`src/rtl/rf_write_arbiter_if.sv`:
```
// rf_write_arbiter_if: WB/LU request and register-file write bus of rf_write_arbiter.
// pend_mask exists only when RF_SCOREBOARD_EN is defined.
interface rf_write_arbiter_if #(
  parameter int ADDR_SIZE = 5,
  parameter int WORD      = 32,
  parameter int DEPTH     = 4
);
  localparam int CW = $clog2(DEPTH) + 1;
  logic                 wb_valid;
  logic [ADDR_SIZE-1:0] wb_addr;
  logic [WORD-1:0]      wb_data;
  logic                 lu_valid;
  logic                 lu_ready;
  logic [ADDR_SIZE-1:0] lu_addr;
  logic [WORD-1:0]      lu_data;
  logic                 wb_stall;
  logic                 rf_regwrite;
  logic [ADDR_SIZE-1:0] rf_write_addr;
  logic [WORD-1:0]      rf_write_data;
  logic [CW-1:0]        fifo_count;
  logic                 err_overrun;
`ifdef RF_SCOREBOARD_EN
  logic [2**ADDR_SIZE-1:0] pend_mask;
  modport master (output wb_valid, wb_addr, wb_data, lu_valid, lu_addr, lu_data,
                  input lu_ready, wb_stall, rf_regwrite, rf_write_addr, rf_write_data,
                  fifo_count, err_overrun, pend_mask);
  modport slave  (input wb_valid, wb_addr, wb_data, lu_valid, lu_addr, lu_data,
                  output lu_ready, wb_stall, rf_regwrite, rf_write_addr, rf_write_data,
                  fifo_count, err_overrun, pend_mask);
`else
  modport master (output wb_valid, wb_addr, wb_data, lu_valid, lu_addr, lu_data,
                  input lu_ready, wb_stall, rf_regwrite, rf_write_addr, rf_write_data,
                  fifo_count, err_overrun);
  modport slave  (input wb_valid, wb_addr, wb_data, lu_valid, lu_addr, lu_data,
                  output lu_ready, wb_stall, rf_regwrite, rf_write_addr, rf_write_data,
                  fifo_count, err_overrun);
`endif
endinterface

```
`src/rtl/rf_write_arbiter.sv`:
```
// rf_write_arbiter: shares the RF write port between WB (priority) and a FIFO-buffered LU
// with a starvation guard; RF_SCOREBOARD_EN adds per-register pending tracking (pend_mask).
module rf_write_arbiter #(
  parameter int ADDR_SIZE    = 5,
  parameter int WORD         = 32,
  parameter int DEPTH        = 4,
  parameter int STARVE_LIMIT = 3
) (
  input logic clk,
  input logic reset,
  rf_write_arbiter_if.slave bus
);
  localparam int PW = $clog2(DEPTH);
  localparam int CW = PW + 1;
  localparam int SW = $clog2(STARVE_LIMIT + 1);
  logic [ADDR_SIZE-1:0] addr_mem [DEPTH];
  logic [WORD-1:0]      data_mem [DEPTH];
  logic [PW-1:0]        rd_q, rd_d, wr_q, wr_d;
  logic [CW-1:0]        count_q, count_d;
  logic [SW-1:0]        starve_q, starve_d;
  logic                 we_q, we_d, err_q, err_d;
  logic [ADDR_SIZE-1:0] addr_q, addr_d, head_addr;
  logic [WORD-1:0]      data_q, data_d;
  logic                 wb_req, non_empty, stall, ready, push, pop;
  assign head_addr = addr_mem[rd_q];
  always_comb begin
    wb_req    = bus.wb_valid && bus.wb_addr != '0;
    non_empty = count_q != '0;
    stall     = starve_q == SW'(STARVE_LIMIT);
    ready     = count_q != CW'(DEPTH);
    pop       = non_empty && (stall || !wb_req);
    push      = bus.lu_valid && ready && bus.lu_addr != '0;
    rd_d      = pop ? rd_q + PW'(1) : rd_q;
    wr_d      = push ? wr_q + PW'(1) : wr_q;
    count_d   = count_q + CW'(push) - CW'(pop);
    // a non-empty FIFO that is not popped has necessarily lost to WB
    starve_d  = (!non_empty || pop) ? '0 : stall ? starve_q : starve_q + SW'(1);
    we_d      = pop || wb_req;
    addr_d    = pop ? head_addr : wb_req ? bus.wb_addr : addr_q;
    data_d    = pop ? data_mem[rd_q] : wb_req ? bus.wb_data : data_q;
    err_d     = err_q || (stall && non_empty && wb_req);
  end
  always_ff @(posedge clk) begin
    if (push) begin
      addr_mem[wr_q] <= bus.lu_addr;
      data_mem[wr_q] <= bus.lu_data;
    end
  end
  always_ff @(posedge clk or posedge reset) begin
    if (reset) begin
      rd_q     <= '0;
      wr_q     <= '0;
      count_q  <= '0;
      starve_q <= '0;
      we_q     <= 1'b0;
      addr_q   <= '0;
      data_q   <= '0;
      err_q    <= 1'b0;
    end else begin
      rd_q     <= rd_d;
      wr_q     <= wr_d;
      count_q  <= count_d;
      starve_q <= starve_d;
      we_q     <= we_d;
      addr_q   <= addr_d;
      data_q   <= data_d;
      err_q    <= err_d;
    end
  end
  assign bus.lu_ready      = ready;
  assign bus.wb_stall      = stall;
  assign bus.rf_regwrite   = we_q;
  assign bus.rf_write_addr = addr_q;
  assign bus.rf_write_data = data_q;
  assign bus.fifo_count    = count_q;
  assign bus.err_overrun   = err_q;
`ifdef RF_SCOREBOARD_EN
  for (genvar g = 0; g < 2**ADDR_SIZE; g++) begin : g_pend
    logic [CW-1:0] cnt_q;
    always_ff @(posedge clk or posedge reset) begin
      if (reset) cnt_q <= '0;
      else cnt_q <= cnt_q + CW'(push && bus.lu_addr == ADDR_SIZE'(g)) - CW'(pop && head_addr == ADDR_SIZE'(g));
    end
    assign bus.pend_mask[g] = (g != 0) && cnt_q != '0;
  end
`endif
endmodule

```
`src/flat_wrapper.sv`:
```
// flat-port wrapper written by rule: the top's interface ports become plain ports
module rf_write_arbiter_flat 
#(
  parameter int ADDR_SIZE    = 5,
  parameter int WORD         = 32,
  parameter int DEPTH        = 4,
  parameter int STARVE_LIMIT = 3
)
  (clk, reset, bus_wb_valid, bus_wb_addr, bus_wb_data, bus_lu_valid, bus_lu_addr, bus_lu_data, bus_lu_ready, bus_wb_stall, bus_rf_regwrite, bus_rf_write_addr, bus_rf_write_data, bus_fifo_count, bus_err_overrun);
  rf_write_arbiter_if #(.ADDR_SIZE(ADDR_SIZE), .WORD(WORD), .DEPTH(DEPTH)) bus_i ();
  input logic clk;
  input logic reset;
  input wire logic [$bits(bus_i.wb_valid)-1:0] bus_wb_valid;
  input wire logic [$bits(bus_i.wb_addr)-1:0] bus_wb_addr;
  input wire logic [$bits(bus_i.wb_data)-1:0] bus_wb_data;
  input wire logic [$bits(bus_i.lu_valid)-1:0] bus_lu_valid;
  input wire logic [$bits(bus_i.lu_addr)-1:0] bus_lu_addr;
  input wire logic [$bits(bus_i.lu_data)-1:0] bus_lu_data;
  output wire logic [$bits(bus_i.lu_ready)-1:0] bus_lu_ready;
  output wire logic [$bits(bus_i.wb_stall)-1:0] bus_wb_stall;
  output wire logic [$bits(bus_i.rf_regwrite)-1:0] bus_rf_regwrite;
  output wire logic [$bits(bus_i.rf_write_addr)-1:0] bus_rf_write_addr;
  output wire logic [$bits(bus_i.rf_write_data)-1:0] bus_rf_write_data;
  output wire logic [$bits(bus_i.fifo_count)-1:0] bus_fifo_count;
  output wire logic [$bits(bus_i.err_overrun)-1:0] bus_err_overrun;
  assign bus_i.wb_valid = bus_wb_valid;
  assign bus_i.wb_addr = bus_wb_addr;
  assign bus_i.wb_data = bus_wb_data;
  assign bus_i.lu_valid = bus_lu_valid;
  assign bus_i.lu_addr = bus_lu_addr;
  assign bus_i.lu_data = bus_lu_data;
  assign bus_lu_ready = bus_i.lu_ready;
  assign bus_wb_stall = bus_i.wb_stall;
  assign bus_rf_regwrite = bus_i.rf_regwrite;
  assign bus_rf_write_addr = bus_i.rf_write_addr;
  assign bus_rf_write_data = bus_i.rf_write_data;
  assign bus_fifo_count = bus_i.fifo_count;
  assign bus_err_overrun = bus_i.err_overrun;
  rf_write_arbiter #(.ADDR_SIZE(ADDR_SIZE), .WORD(WORD), .DEPTH(DEPTH), .STARVE_LIMIT(STARVE_LIMIT)) u_core (.clk(clk), .reset(reset), .bus(bus_i));
endmodule
```
`config.mk`:
```
export PLATFORM = sky130hd
export DESIGN_NAME = rf_write_arbiter_flat
export DESIGN_NICKNAME = d
export VERILOG_FILES = /design/src/rtl/rf_write_arbiter_if.sv /design/src/rtl/rf_write_arbiter.sv /design/src/flat_wrapper.sv
export SDC_FILE = /design/constraint.sdc
export NUM_CORES = 1
export LEC_CHECK = 0
export CAP_MARGIN = 0
export CORE_MARGIN = 2
export CORE_UTILIZATION = 40
export CTS_CLUSTER_SIZE = 30
export DETAILED_ROUTE_END_ITERATION = 16
export GPL_TIMING_DRIVEN = 0
export HOLD_SLACK_MARGIN = 0.12
export PLACE_DENSITY = 0.65
export SYNTH_ARGS = -nofsm -noshare
export SYNTH_HDL_FRONTEND = slang
export SYNTH_SLANG_ARGS = --single-unit
export TNS_END_PERCENT = 5
```
`constraint.sdc`:
```
create_clock -name clk -period 3.4 [get_ports clk]
set_clock_uncertainty 0.15 [all_clocks]
set_input_delay 0.34 -clock clk [delete_from_list [all_inputs] [get_ports clk]]
set_output_delay 0.34 -clock clk [all_outputs]
set_load 0.02 [all_outputs]
```
## Word level (Yosys, flattened, before mapping)

Memory sizes are Yosys's and may differ from the RTL's.
Cells that the tools add are included.

| storage, ports and cells | value |
|---|---|
| bits in latches | 0 |
| logic and storage cells | 42 |
| memory bits (read-only) | 0 |
| register bits after elaboration | 48 |
| RAM bits | 148 |
| memories | 2 |
| bits of input ports | 78 |

| cells by class | value |
|---|---|
| $add $sub $neg | 5 |
| eq/ne operators | 3 |
| mux-type cells | 8 |
| order comparisons | 0 |
| multiply operators | 0 |
| div/mod/pow operators | 0 |
| shift operators | 0 |
| bitwise gates (word level) | 0 |
| reductions and logical operators | 16 |

Memory list:

| memory | depth | width | read ports | clocked after memory_dff | write ports | RTL line | text |
|---|---|---|---|---|---|---|---|
| u_core.data_mem | 4 | 32 | 1 | 0 | 1 | rf_write_arbiter.sv:17 | `logic [WORD-1:0] data_mem [DEPTH];` |
| u_core.addr_mem | 4 | 5 | 1 | 0 | 1 | rf_write_arbiter.sv:16 | `logic [ADDR_SIZE-1:0] addr_mem [DEPTH];` |

Operators with widths:

| cell | count |
|---|---|
| $mux W32 | 2 |
| $mux W5 | 2 |
| $reduce_bool A5 Y1 | 2 |
| $add A2 B1 Y2 const B | 3 |
| $logic_and A1 B1 Y1 | 6 |
| $logic_or A1 B1 Y1 | 4 |
| $mux W2 | 2 |
| $add A3 B1 Y3 | 1 |
| $ne A3 B3 Y1 const B | 1 |
| $reduce_bool A3 Y1 | 1 |
| $sub A3 B1 Y3 | 1 |
| $eq A2 B2 Y1 const B | 1 |
| $logic_not A1 Y1 | 2 |
| $mux W1 | 2 |
| $ne A2 B1 Y1 const B | 1 |
| $reduce_bool A2 Y1 | 1 |

## Logic depth before layout (Yosys ltp)

| logic depth | value |
|---|---|
| word-level depth | 7 |
| depth in mapped cells | 13 |
| depth with buffers taken out | 11 |

## Least setup slack after synthesis

Ideal clock, no wire load.

| timing | value |
|---|---|
| path kind | input port to flip-flop |
| start point | in bus_wb_addr[2] |
| end point | reg u_core.count_q[2], in the netlist u_core.bus.fifo_count[2] |
| setup slack | 721 ps |
| data required time | 3,119 ps |
| arrival time | 2,398 ps |
| buffers on the path | 2 |
| stages on the path | 12 |
| path through | or3_4 -> o211a_1 -> buf_6 -> buf_6 -> nor2_2 -> ha_1 -> inv_1 -> ha_1 -> inv_1 -> fa_1 -> xnor2_1 -> xnor2_1 |

| on the way | value |
|---|---|
| longest elaborated chain between the ends | 6 |

RTL lines:

| element | RTL line | text |
|---|---|---|
| from (decl) | flat_wrapper.sv:14 | `input wire logic [$bits(bus_i.wb_addr)-1:0] bus_wb_addr;` |
| $reduce_bool A5 Y1 | rf_write_arbiter.sv:27 | `wb_req = bus.wb_valid && bus.wb_addr != '0;` |
| $logic_and A1 B1 Y1 | rf_write_arbiter.sv:27 |  |
| $logic_not A1 Y1 | rf_write_arbiter.sv:31 | `pop = non_empty && (stall \|\| !wb_req);` |
| $logic_or A1 B1 Y1 | rf_write_arbiter.sv:31 |  |
| $logic_and A1 B1 Y1 | rf_write_arbiter.sv:31 |  |
| $sub A3 B1 Y3 | rf_write_arbiter.sv:35 | `count_d = count_q + CW'(push) - CW'(pop);` |
| named net u_core.count_d[2] | rf_write_arbiter.sv:19 | `logic [CW-1:0] count_q, count_d;` |
| to (signal assigned) | rf_write_arbiter.sv:62 | `count_q <= count_d;` |
| to (decl) | rf_write_arbiter.sv:19 |  |

The timed path passes the listed nets, and every way through them passes these cells.
A chain may end at the register's enable or synchronous reset.

## Final worst setup path

Ends and elaborated chain as after synthesis.

==> metrics.md <==
| Metric | Value |
|---|---|
| Synth Area per Inst | `20.3 um2` |
| Fillers | `1482` |
| Xor-xnor portion of the synthesized cell area | `0.00575` |
| Crit path cell chain | `clkdlybuf4s50_1 -> or3_4 -> o211a_1 -> buf_6 -> buf_6 -> nor2_2 -> ha_1 -> inv_1 -> ha_1 -> inv_1 -> fa_1 -> xnor2_1 -> xnor2_1` |
| Leakage Power | `around 3.4 nW` |
| Die area | `roughly 20000 um2` |
| Slew Viols, Final | `0` |
| Synthesized area | `7620 um2` |
| Maximum vdd ir drop | `469 uV` |
| Largest family of logic cells by synthesized area | `multiplexers` |
| Placeable Area | `approximately 19000 um2` |
| Initial antenna violation count | `0` |
| WL final | `~16000 um` |
| Final instance area | `9850 um2` |
| Hold Vio Cnt, Final | `0` |
| Area of the multi-input gates | `1810 um2` |
| DR WL/cell | `21.2 um` |
| # Post-CTS Setup Buffers | `0` |
| DR vias/cell | `5.36` |
| Max_slew headroom | `0.501` |
| Ranking of synthesized cells by area | `edfxtp_1 58%, dfrtp_1 16%, mux4_2 11%, a221o_1 4.9%, nor3b_1 3.6%` |
| Drc violations | `0` |
| Power per cell area | `between 800 and 900 nW/um2` |
| IO Pins | `about 120` |
| Area Overhead vs Synth | `29.3%` |
| Clk Tree Root Cell | `clkbuf_16` |
| Area of placed instances | `9260 um2` |
| Compound-Gate Fraction of Synth Area | `0.0534` |
| H-tree levels | `4` |
| Dominant cell type by area after synthesis | `edfxtp_1` |
| Status | `finished, final reports clean` |
| FF/Latch Area | `5650 um2` |
| Gpl congestion | `0.698` |
| DRT Pass-1 Iters | `5` |
| Setup TNS | `0 ps` |
| Netlist cell types | `32` |
| CTS max path bufs | `2` |
| Total Power | `a little over 8 mW` |
| Period utilization | `0.875` |
| Tot GR Track Use | `0.170` |
| Row cnt | `50` |
| Sink Count | `196` |
| Chip Width | `142 um` |
| Yosys warns | `0` |
| Crit-path max cell delay | `460 ps` |
| Yosys top cell area share | `0.583` |
| Post-detail-place hpwl | `10800 um` |
| Cells after synthesis | `375` |
| Portion of netlist area occupied by mux cells | `0.111` |
| Clk slew on worst S/H paths | `~70 ps` |
| Antenna-violating nets left | `0` |
| Ant. Diodes | `0` |
| Synth Area in Adders | `0.0141` |
| Clk_lat worst skew | `420 ps` |
| Post-Synth Simple-Gate Area | `0.0519` |
| Vias in the first global route | `4584` |
| I/O Buffers | `about 120` |
| Post-route minimum period | `roughly 3000 ps` |
| Initial core utilization | `0.407` |
| Worst slew pin tran | `749 ps` |
| Largest net degree at the start of global routing | `36` |
| FF+latch count, synth | `196` |
| Reg2Reg Setup Slack | `440 ps` |
| CTS buffer count | `17` |
| Layout cell share with drive strength beyond 1 | `0.187` |
| Crit Path Category | `input port to register` |
| Max-cap viol count | `0` |
| Top FF cell, synth | `edfxtp_1` |
| RSZ-0062 raised after global routing | `no` |
| Critical Path Sink Type | `register` |
| CP max stage cell | `clkdlybuf4s50_1` |
| Required @ worst endpoint | `3550 ps` |
| First-pass GRT wire length | `25400 um` |
| Via count | `4117` |
| TritonCTS clock tree | `built` |
| Hold Path Class | `register to register` |
| Setup crit start kind | `input port` |
| Async S/R FF share, synth | `0.245` |
| Die H | `142 um` |
| Layout Nets | `607` |
| DRT iter0 DRCs | `326` |
| Fmax | `~340 MHz` |
| Number of flops mapped to enable cells by yosys | `148` |
| Syn Nets | `between 400 and 500` |
| Global route overflow | `0` |
| Post-synthesis sequential area ratio | `0.741` |
| Crit-path max FO | `10` |
| Setup violations, final | `0` |
| CP Data Arrival Time | `3130 ps` |
==> Yosys cell counts (2+ instances only) <==
| library cell | number |
|---|---|
| a221o_1 | 37 |
| and2_1 | 5 |
| buf_2 | 7 |
| buf_4 | 3 |
| buf_6 | 4 |
| clkbuf_1 | 8 |
| dfrtp_1 | 48 |
| edfxtp_1 | 148 |
| ha_1 | 7 |
| inv_1 | 9 |
| mux4_2 | 37 |
| nor2_1 | 2 |
| nor2_2 | 2 |
| nor3b_1 | 37 |
| xnor2_1 | 3 |
| xor2_1 | 2 |
==> per-layer routing <==
layer	up-vias	share of wire	routed length, um	track usage
met3	15	0.041	664	0.0316
met2	115	0.50	8080	0.291
met4	0	0.013	212	0.0479
li1	1834	-	-	-
met5	-	0	0	0
met1	2153	0.45	7310	0.224
==> cell families (layout without fill, tap and decap cells) <==
kind of cell | count (synthesis) | count (layout)
adder cells (fa/ha/maj) | 8 | 8
buffers and inverters | 33 | 192
AND/OR/NAND/NOR | 54 | 54
XOR/XNOR | 5 | 5
multiplexers | 38 | 38
flip-flops | 196 | 196
AO/OA/AOI/OAI | 41 | 41
==> where the power goes <==
group	internal (mW)	total, mW	switching [mW]
Clock	1.10	1.96	0.853
Sequential	3.23	3.47	0.239
Combinational	1.47	2.89	1.42
==> final timing paths <==
check / from / end / cells past startpoint
worst min-delay path: u_core.starve_q[0] / u_core.starve_q[0] / 1
min in group asynchronous: reset / u_core.bus.rf_write_data[22] / 3
worst min register to register: u_core.starve_q[0] / u_core.starve_q[0] / 1
worst max-delay path: bus_wb_addr[2] / u_core.bus.fifo_count[2] / 13
max in group asynchronous: reset / u_core.bus.rf_write_data[26] / 4
worst max register to register: u_core.bus.fifo_count[1] / u_core.bus.fifo_count[2] / 10
==> layout by cell type (no fill, tap or decap), drive strengths merged <==
| cell type | n |
|---|---|
| dfrtp | 48 |
| nor2 | 4 |
| ha | 7 |
| a221o | 37 |
| mux4 | 37 |
| nor3b | 38 |
| o21ai | 1 |
| nand2 | 1 |
| and2 | 5 |
| edfxtp | 148 |
| dlygate4sd3 | 1 |
| xor2 | 2 |
| fa | 1 |
| bufinv | 2 |
| clkinv | 4 |
| nor4 | 1 |
| mux2 | 1 |
| nor4b | 1 |
| or3 | 1 |
| buf | 20 |
| or2 | 1 |
| or4 | 1 |
| clkinvlp | 6 |
| nor3 | 1 |
| clkbuf | 28 |
| o31ai | 1 |
| inv | 10 |
| o211a | 2 |
| clkdlybuf4s50 | 121 |
| xnor2 | 3 |
==> area by class of cell <==
cell class / instances / area share
flip-flops and latches: 196 / 0.573
multi-input cells: 146 / 0.184
repair buffers: 127 / 0.137
clock buffers: 20 / 0.0453
well taps: 234 / 0.0297
plain buffers: 23 / 0.0138
clock inverters: 12 / 0.0135
inverters: 10 / 0.00381
==> flip-flops by register name, summed over array words and instances, names as in the netlist, 2 cells and up <==
signal                    count
u_core.rd_q                   2
u_core.bus.fifo_count         3
u_core.data_mem             128
u_core.bus.rf_write_data     32
u_core.addr_mem              20
u_core.wr_q                   2
u_core.bus.rf_write_addr      5
u_core.starve_q               2
==> timing repair <==
item                                    in CTS  in global routing
hold endpoints to repair                    13                  0
endpoints found under the setup margin       0                  1
hold buffers                                 1                  0
resized for setup                            0                  1
==> worst max-delay path: cells and delay by family <==
kind	cells	cell delay [ps]
and+or+nand+nor	2	570
adders and majority gates	3	750
buffers and inverters	5	900
xor gates and xnor gates	2	290
AOI/OAI and AO/OA	1	290
==> through the flow <==
step	setup slack (ps)	util	hold WS, ps	std cells
floorplan	721	-	268	375
global placement	-106	0.488	278	730
detailed placement	-1.80	0.495	294	735
CTS	214	0.526	303	768
global route	188	0.527	327	768
finish	423	0.527	310	768
(Power assumes the default switching activity.)
